==> config.mk <==
export PLATFORM = sky130hd
export DESIGN_NAME = quantum_gate_pipe
export DESIGN_NICKNAME = d
export VERILOG_FILES = /design/src/rtl/quantum_gate_pipe_pkg.sv /design/src/rtl/quantum_gate_pipe_qg_scale_sat.sv /design/src/rtl/quantum_gate_pipe.sv
export SDC_FILE = /design/constraint.sdc
export NUM_CORES = 2
export LEC_CHECK = 0
export ABC_AREA = 1
export CORE_UTILIZATION = 51
export CTS_BUF_LIST = sky130_fd_sc_hd__clkbuf_8
export DETAILED_ROUTE_END_ITERATION = 7
export PLACE_DENSITY = 0.68
export SLEW_MARGIN = 20
export SYNTH_ARGS = -nofsm -noshare
export SYNTH_HDL_FRONTEND = slang
export SYNTH_HIERARCHICAL = 1
export SYNTH_SLANG_ARGS = --single-unit
==> constraint.sdc <==
create_clock -name clk -period 7.2 [get_ports clk]
set_input_delay 1.44 -clock clk [delete_from_list [all_inputs] [get_ports clk]]
set_output_delay 1.44 -clock clk [all_outputs]
set_load 0.005 [all_outputs]
==> src/rtl/quantum_gate_pipe_pkg.sv <==
// Shared definitions for the single-qubit gate pipeline: gate encodings
// common to the gate controller and the execution unit.
package quantum_gate_pipe_pkg;

  typedef enum logic [2:0] {
    GATE_I   = 3'b000,
    GATE_H   = 3'b001,
    GATE_X   = 3'b010,
    GATE_Z   = 3'b011,
    GATE_Y   = 3'b100,
    GATE_S   = 3'b101,
    GATE_T   = 3'b110,
    GATE_SDG = 3'b111
  } gate_e;

  // Lane order used for every 4-lane array in the pipeline.
  localparam int unsigned LANE_A_RE = 0;
  localparam int unsigned LANE_A_IM = 1;
  localparam int unsigned LANE_B_RE = 2;
  localparam int unsigned LANE_B_IM = 3;
  localparam int unsigned NUM_LANES = 4;

endpackage

==> src/rtl/quantum_gate_pipe_qg_scale_sat.sv <==
// One amplitude lane of the scale/saturate stage: optional multiply by a
// fixed-point constant with round-half-up, then clamp to the OUT_W signed range.
module qg_scale_sat #(
  parameter int IN_W   = 33,
  parameter int OUT_W  = 32,
  parameter int FRAC_W = 16,
  parameter int K      = 46341
) (
  input  logic signed [IN_W-1:0]  lane_i,
  input  logic                    scale_i,
  output logic        [OUT_W-1:0] lane_o,
  output logic                    sat_o
);

  // K is positive; one extra bit keeps it positive as a signed operand, and
  // one more headroom bit absorbs the rounding add.
  localparam int K_W = $clog2(K + 1) + 1;
  localparam int W   = IN_W + K_W + 1;

  localparam logic signed [W-1:0] RND = {{(W-1){1'b0}}, 1'b1} << (FRAC_W - 1);

  logic signed [W-1:0] lane_ext;
  logic signed [W-1:0] k_ext;
  logic signed [W-1:0] prod;
  logic signed [W-1:0] rounded;
  logic signed [W-1:0] val;
  logic        [W-OUT_W:0] hi_bits;

  assign lane_ext = W'(lane_i);
  assign k_ext    = W'(K);
  assign prod     = lane_ext * k_ext;
  assign rounded  = (prod + RND) >>> FRAC_W;
  assign val      = scale_i ? rounded : lane_ext;

  // Value fits OUT_W only when all bits from the OUT_W sign bit upward agree.
  assign hi_bits = val[W-1:OUT_W-1];
  assign sat_o   = !((&hi_bits) || !(|hi_bits));
  assign lane_o  = sat_o ? (val[W-1] ? {1'b1, {(OUT_W-1){1'b0}}}
                                     : {1'b0, {(OUT_W-1){1'b1}}})
                         : val[OUT_W-1:0];

endmodule

==> src/rtl/quantum_gate_pipe.sv <==
// Two-stage single-qubit gate unit: stage 1 combines alpha/beta lanes exactly
// at DATA_W+1 bits, stage 2 scales by 1/sqrt(2) where needed and saturates.
module quantum_gate_pipe
  import quantum_gate_pipe_pkg::*;
#(
  parameter int DATA_W    = 32,
  parameter int FRAC_W    = 16,
  parameter int INV_SQRT2 = 46341,
  parameter int TAG_W     = 4
) (
  input  logic              clk,
  input  logic              rst_n,
  input  logic              in_valid,
  output logic              in_ready,
  input  logic [2:0]        in_gate,
  input  logic [TAG_W-1:0]  in_tag,
  input  logic [DATA_W-1:0] in_a_re,
  input  logic [DATA_W-1:0] in_a_im,
  input  logic [DATA_W-1:0] in_b_re,
  input  logic [DATA_W-1:0] in_b_im,
  output logic              out_valid,
  input  logic              out_ready,
  output logic [TAG_W-1:0]  out_tag,
  output logic [DATA_W-1:0] out_a_re,
  output logic [DATA_W-1:0] out_a_im,
  output logic [DATA_W-1:0] out_b_re,
  output logic [DATA_W-1:0] out_b_im,
  output logic              out_sat,
  output logic              sat_sticky,
  input  logic              sat_clear
);

  localparam int LW = DATA_W + 1;

  logic adv1;
  logic adv2;

  logic signed [LW-1:0] ar, ai, br, bi;

  logic signed [LW-1:0]     s1_lane_d  [NUM_LANES];
  logic        [NUM_LANES-1:0] s1_scale_d;
  logic signed [LW-1:0]     s1_lane_q  [NUM_LANES];
  logic        [NUM_LANES-1:0] s1_scale_q;
  logic        [TAG_W-1:0]  s1_tag_q;
  logic                     s1_valid_q;

  logic        [DATA_W-1:0] out_lane_d [NUM_LANES];
  logic        [NUM_LANES-1:0] lane_sat;
  logic        [DATA_W-1:0] out_lane_q [NUM_LANES];
  logic        [TAG_W-1:0]  out_tag_q;
  logic                     out_valid_q;
  logic                     out_sat_q;
  logic                     sat_sticky_q;
  logic                     sat_sticky_d;

  assign adv2     = !out_valid_q || out_ready;
  assign adv1     = !s1_valid_q || adv2;
  assign in_ready = adv1;

  assign ar = {in_a_re[DATA_W-1], in_a_re};
  assign ai = {in_a_im[DATA_W-1], in_a_im};
  assign br = {in_b_re[DATA_W-1], in_b_re};
  assign bi = {in_b_im[DATA_W-1], in_b_im};

  // Stage 1: exact lane combination for the selected gate plus scale flags.
  always_comb begin
    s1_lane_d[LANE_A_RE] = ar;
    s1_lane_d[LANE_A_IM] = ai;
    s1_lane_d[LANE_B_RE] = br;
    s1_lane_d[LANE_B_IM] = bi;
    s1_scale_d           = '0;
    case (gate_e'(in_gate))
      GATE_H: begin
        s1_lane_d[LANE_A_RE] = ar + br;
        s1_lane_d[LANE_A_IM] = ai + bi;
        s1_lane_d[LANE_B_RE] = ar - br;
        s1_lane_d[LANE_B_IM] = ai - bi;
        s1_scale_d           = '1;
      end
      GATE_X: begin
        s1_lane_d[LANE_A_RE] = br;
        s1_lane_d[LANE_A_IM] = bi;
        s1_lane_d[LANE_B_RE] = ar;
        s1_lane_d[LANE_B_IM] = ai;
      end
      GATE_Z: begin
        s1_lane_d[LANE_B_RE] = -br;
        s1_lane_d[LANE_B_IM] = -bi;
      end
      GATE_Y: begin
        s1_lane_d[LANE_A_RE] = bi;
        s1_lane_d[LANE_A_IM] = -br;
        s1_lane_d[LANE_B_RE] = -ai;
        s1_lane_d[LANE_B_IM] = ar;
      end
      GATE_S: begin
        s1_lane_d[LANE_B_RE] = -bi;
        s1_lane_d[LANE_B_IM] = br;
      end
      GATE_T: begin
        s1_lane_d[LANE_B_RE] = br - bi;
        s1_lane_d[LANE_B_IM] = br + bi;
        s1_scale_d           = 4'b1100;
      end
      GATE_SDG: begin
        s1_lane_d[LANE_B_RE] = bi;
        s1_lane_d[LANE_B_IM] = -br;
      end
      default: begin
      end
    endcase
  end

  // Stage 1 register: loads on advance, holds everything while stalled.
  always_ff @(posedge clk or negedge rst_n) begin
    if (!rst_n) begin
      s1_valid_q <= 1'b0;
      s1_tag_q   <= '0;
      s1_scale_q <= '0;
      for (int unsigned i = 0; i < NUM_LANES; i++) s1_lane_q[i] <= '0;
    end else if (adv1) begin
      s1_valid_q <= in_valid;
      if (in_valid) begin
        s1_tag_q   <= in_tag;
        s1_scale_q <= s1_scale_d;
        for (int unsigned i = 0; i < NUM_LANES; i++) s1_lane_q[i] <= s1_lane_d[i];
      end
    end
  end

  for (genvar g = 0; g < NUM_LANES; g++) begin : g_lane
    qg_scale_sat #(
      .IN_W   (LW),
      .OUT_W  (DATA_W),
      .FRAC_W (FRAC_W),
      .K      (INV_SQRT2)
    ) u_scale_sat (
      .lane_i  (s1_lane_q[g]),
      .scale_i (s1_scale_q[g]),
      .lane_o  (out_lane_d[g]),
      .sat_o   (lane_sat[g])
    );
  end

  // Stage 2 register: result, tag and per-transaction saturation flag.
  always_ff @(posedge clk or negedge rst_n) begin
    if (!rst_n) begin
      out_valid_q <= 1'b0;
      out_tag_q   <= '0;
      out_sat_q   <= 1'b0;
      for (int unsigned i = 0; i < NUM_LANES; i++) out_lane_q[i] <= '0;
    end else if (adv2) begin
      out_valid_q <= s1_valid_q;
      if (s1_valid_q) begin
        out_tag_q <= s1_tag_q;
        out_sat_q <= |lane_sat;
        for (int unsigned i = 0; i < NUM_LANES; i++) out_lane_q[i] <= out_lane_d[i];
      end
    end
  end

  // Sticky saturation: a delivered saturating result takes priority over clear.
  always_comb begin
    sat_sticky_d = sat_sticky_q;
    if (out_valid_q && out_ready && out_sat_q) sat_sticky_d = 1'b1;
    else if (sat_clear)                        sat_sticky_d = 1'b0;
  end

  // Sticky flag register.
  always_ff @(posedge clk or negedge rst_n) begin
    if (!rst_n) sat_sticky_q <= 1'b0;
    else        sat_sticky_q <= sat_sticky_d;
  end

  assign out_valid  = out_valid_q;
  assign out_tag    = out_tag_q;
  assign out_sat    = out_sat_q;
  assign sat_sticky = sat_sticky_q;
  assign out_a_re   = out_lane_q[LANE_A_RE];
  assign out_a_im   = out_lane_q[LANE_A_IM];
  assign out_b_re   = out_lane_q[LANE_B_RE];
  assign out_b_im   = out_lane_q[LANE_B_IM];

endmodule
=== Word level (Yosys, flattened, before mapping) ===
Index checks and enable logic that the tools add are counted.

* Add/subtract/negate cells: 13
* Multipliers: 4
* Equality and inequality tests: 7
* Muxes and demuxes: 17
* Reductions and logical operators: 30

{| class="wikitable"
|+ Operator list
! operator !! number
|-
| 66-bit case mux with 7 select lines || 1
|-
| 32-bit 2-to-1 mux || 8
|-
| 51-bit by 17-bit adder with 51-bit output (second input constant) || 4
|-
| 51-bit 2-to-1 mux || 4
|-
| 33-bit by 17-bit multiplier with 50-bit output (second input constant) || 4
|-
| 66-bit case mux with 3 select lines || 1
|-
| 32-bit by 32-bit adder with 33-bit output || 3
|-
| 32-bit negation with 33-bit output || 3
|-
| 32-bit by 32-bit subtractor with 33-bit output || 3
|-
| 20-bit AND reduction || 4
|-
| 20-bit OR reduction || 4
|-
| 3-bit == test (second input constant) || 4
|-
| 1-bit logical NOT || 10
|-
| 4-bit case mux with 2 select lines || 1
|-
| 3-bit by 2-bit == test with 1-bit output (second input constant) || 2
|-
| 1-bit logical OR || 6
|-
| 2-bit AND reduction || 2
|-
| 4-bit OR reduction || 1
|-
| 3-bit by 1-bit == test with 1-bit output (second input constant) || 1
|-
| 1-bit logical AND || 2
|-
| 1-bit 2-to-1 mux || 2
|-
| 2-bit nonzero test || 1
|}

* Register bits after elaboration: 276
* Input bits: 140
* Output and inout bits: 136
* Word-level logic and storage cells: 86

=== Logic depth before layout (Yosys ltp) ===
* Depth after elaboration: 8
* Mapped depth: 33
* Mapped depth without buffers: 32

=== Modules after synthesis ===
The synthesis kept the hierarchy.

{| class="wikitable"
|+ Modules (own cells, without submodules)
! module !! times used !! cells each !! area each (µm²) !! sequential area each (µm²)
|-
| quantum_gate_pipe || 1 || 5573 || 31293.8 || 6856.6
|-
| qg_scale_sat (g_lane[0].u_scale_sat ...) || 2 || 1614 || 11245.8 || 0.0
|-
| qg_scale_sat (g_lane[3].u_scale_sat) || 1 || 1634 || 11626.2 || 0.0
|-
| qg_scale_sat (g_lane[2].u_scale_sat) || 1 || 1653 || 11613.6 || 0.0
|}

=== Least setup slack after synthesis ===
No wires, ideal clock.

* Path kind: register to register
* Start: reg s1_lane_q[65] (netlist bit)
* End: reg out_lane_q, in the netlist out_b_re[10]
* Setup time: 66 ps
* Arrival: 5838 ps
* Required time: 7134 ps
* Path slack: 1296 ps
* Cell stages (with the launch flop): 30
* Path buffers: 1
* Period minus slack after synthesis: 5904 ps
* Path through: dfrtp_1 -> ha_1 -> inv_1 -> fa_1 -> inv_1 -> fa_1 -> fa_1 -> fa_1 -> inv_1 -> fa_1 -> inv_1 -> ha_1 -> nand2_1 -> inv_2 -> a21oi_2 -> nand2_1 -> a21oi_1 -> nand3_2 -> nand2_2 -> nand2_2 -> nand2_4 -> inv_6 -> nand2_2 -> nand2_2 -> nand2_4 -> nand2_8 -> buf_12 -> nand2_2 -> nand2_1 -> nand2_1

{| class="wikitable"
|+ RTL lines
! item !! line !! source
|-
| from (decl) || quantum_gate_pipe.sv:42 || <nowiki>logic signed [LW-1:0] s1_lane_q [NUM_LANES];</nowiki>
|-
| to (decl) || quantum_gate_pipe.sv:49 || <nowiki>logic [DATA_W-1:0] out_lane_q [NUM_LANES];</nowiki>
|}

==> summary.md <==
| Metric | Value |
|---|---|
| Pre-Repair DR Iteration Count | 8 |
| Final ANT Viol Nets | 0 |
| H-tree depth | 2 |
| # setup viols final | 0 |
| Via density | 5.67 |
| Vias in the first global route | 79044 |
| Deepest clock path buffer count | 3 |
| Seq cells post-synth | 274 |
| WL met2 | 142000 um |
| # resized after CTS | 0 |
| Initial antenna violation count | 16 |
| Clock Skews | 0.0633 ns |
| CTS buffer count | 50 |
| Met3 WL | 36700 um |
| Unrepaired setup endpoints after global routing | false |
| Final TNS setup | 0 ns |
| Vias post-DR | 81163 |
| Worst setup SP type | flip-flop |
| Core region area | 150000 um^2 |
| Total track usage | 43.2% |
| DP Wirelength | 282000 um |
| GRT Residual Overflow | 0 |
| Fraction of registers with async set/reset | 100% |
| Fin crit share | 93.0% |
| Post-synth EDFFs | 0 |
| Nets | 14176 |
| Row count | 142 |
| Mapped cell area | 77000 um^2 |
| Mean Syn Cell Area | 6.37 um^2 |
| Synth top area share | 18.0% |
| Residual DRC count | 8 |
| Library cells used by synthesis | 57 |
| Max capacitance violation total | 0 |
| Post-Syn Instances | 12088 |
| Initial Util | 51.4% |
| Fraction of layout cells with a size suffix above 1 | 4.29% |
| Clock Latency Late Sink | 0.77 ns |
| RD Place Congestion | 1.14 |
| Met1 wire length | 133000 um |
| Minimum clock period after layout | 6.70 ns |
| Most frequent cell after synthesis | nand2_1 |
| Fin. Hold Viols | 0 |
| Syn. warnings | 6 |
| Failing checks | design-rule violations |
| Initial DRC count | 9003 |
| Outcome | finished with violations |
| Area of the multi-input gates | 58400 um^2 |
| PortBufs | 275 |
| Hold Crit Class | flip-flop to flip-flop |
| WP data required | 7.83 ns |
| Register area | 6860 um^2 |
| Worst setup path class | flip-flop to flip-flop |
| CTS tree | done |
| Avg WL per Cell | 23.4 um |
| Sequential share of the synthesized area | 8.90% |
| # IOs | 276 |
| Setup bufs post-CTS | 0 |
| CTS Hold Bufs | 0 |
| Slew Viols, Final | 0 |
| Net count after synthesis | 14009 |
| Fmax | 149 MHz |
| CTS root buffer | clkbuf_8 |
| Synth area leaders | ha_1 18%, fa_1 17%, nand2_1 17%, inv_1 13%, dfrtp_1 8.9% |
| CTS Sinks | 274 |
| Worst-Margin Slew | 1.17 ns |
| Rel. slew slack | 21.9% |
| Worst-path clk slew | 0.06 ns |
| Top layer in use | met5 |
| Die area | 153000 um^2 |
| Area leader, netlist | ha_1 |
| CP Capture Type | flip-flop |
| Max FO, Critical Path | 32 |
| Ys flop type | dfrtp_1 |
| Worst EP arrival | 7.33 ns |
| First-pass GRT wire length | 491000 um |
| Largest net degree at the start of global routing | 128 |
| Filler instances | 14851 |
| Total wire length after detailed routing | 336000 um |
| DIE WIDTH | 391 um |
| Layout area overhead | 7.82% |
| Post-synth top cells | 3528 x nand2_1, 2724 x inv_1, 1111 x ha_1 |
| DIE HEIGHT | 391 um |
==> metal layers <==
metal  track usage, %  vias up
met5                0        -
met4             25.2       14
met3             9.08      889
met2             65.9     4452
met1             56.3    38425
li1                 -    37383
==> final timing paths <==
kind                            cells after the start        endpoint  slack (ns)          start
worst min register to register                      2    out_b_re[18]        0.47   out_b_re[18]
min in group asynchronous                           1    out_b_re[24]        0.69          rst_n
max in group asynchronous                           2  s1_lane_q[125]        4.95          rst_n
worst max-delay path                               27     out_a_im[0]        0.50  s1_lane_q[84]
worst min-delay path                                2    out_b_re[18]        0.47   out_b_re[18]
worst max register to register                     27     out_a_im[0]        0.50  s1_lane_q[84]
==> final cells by class <==
class | count | share of cell area [%]
clock inverters | 31 | 0.348
well taps | 2016 | 3.04
multi-input cells | 8740 | 70.3
flip-flops and latches | 274 | 8.26
inverters | 2803 | 12.7
repair buffers | 386 | 4.40
clock buffers | 58 | 0.961
diodes | 5 | 0.0151
==> metrics by stage <==
| step | setup WS [ns] | cells | hold slack, ns | instance area [um^2] | util [%] |
|---|---|---|---|---|---|
| 6_report | 0.501 | 14313 | 0.474 | 83000 | 55.4 |
| 5_1_grt | 0.110 | 14309 | 0.497 | 83000 | 55.4 |
| 4_1_cts | 0.545 | 14308 | 0.480 | 83000 | 55.4 |
| 3_5_place_dp | 0.504 | 14219 | 0.464 | 81900 | 54.6 |
| 3_3_place_gp | 0.630 | 14219 | 0.462 | 81900 | 54.6 |
| 2_1_floorplan | 1.30 | 12088 | 0.472 | 77000 | - |
==> sequential cells by signal, summed over array words and instances (netlist names) <==
register / count
out_a_im: 32
out_a_re: 32
out_b_im: 32
out_b_re: 32
out_sat: 1
out_tag: 4
out_valid: 1
s1_lane_q: 132
s1_scale_q: 2
s1_tag_q: 4
s1_valid_q: 1
sat_sticky: 1
==> worst max-delay path, cell delays in order (launching register included) <==
cell     delay (ns)
dfrtp_1        0.74
ha_1           0.35
inv_1          0.08
fa_1           0.42
inv_1          0.08
fa_1           0.44
fa_1           0.55
inv_1          0.05
fa_1           0.51
fa_1           0.56
inv_1          0.04
ha_1           0.38
a21oi_1        0.36
nand2_1        0.14
a21oi_1        0.25
nand2_1        0.14
nand2_1        0.11
nand3_1        0.09
nand2_1        0.07
nand3_1        0.06
nand2_1        0.08
nand2_1        0.07
nand2_2        0.42
nand2_4        0.11
nand2_4        0.25
nand2_1        0.09
nand2_1        0.09
nand2_1        0.07
==> cell families after synthesis <==
family                   count (synthesis)  synth area share, %
buffers and inverters                 3074                 15.3
adder cells (fa/ha/maj)               1781                 35.5
flip-flops                             274                 8.90
XOR/XNOR                                64                0.728
AND/OR/NAND/NOR                       5727                 31.1
AO/OA/AOI/OAI                         1168                 8.44
==> layout by cell type, fill, tap and decap left out, types with 106 or more instances in the layout <==
cell type	synthesis	final
inv_1	2724	2735
dfrtp_1	274	272
o21ai_0	383	383
nand2_1	3528	3526
nor2_1	843	842
buf_4	6	106
fa_1	670	670
nand2_2	130	130
a21oi_1	517	517
clkdlybuf4s50_1	0	274
ha_1	1111	1111
nand3_1	840	839
Power is left out: the tool's default activity adds up to more than one toggle a clock period on the data nets, which glitch-free logic cannot reach.
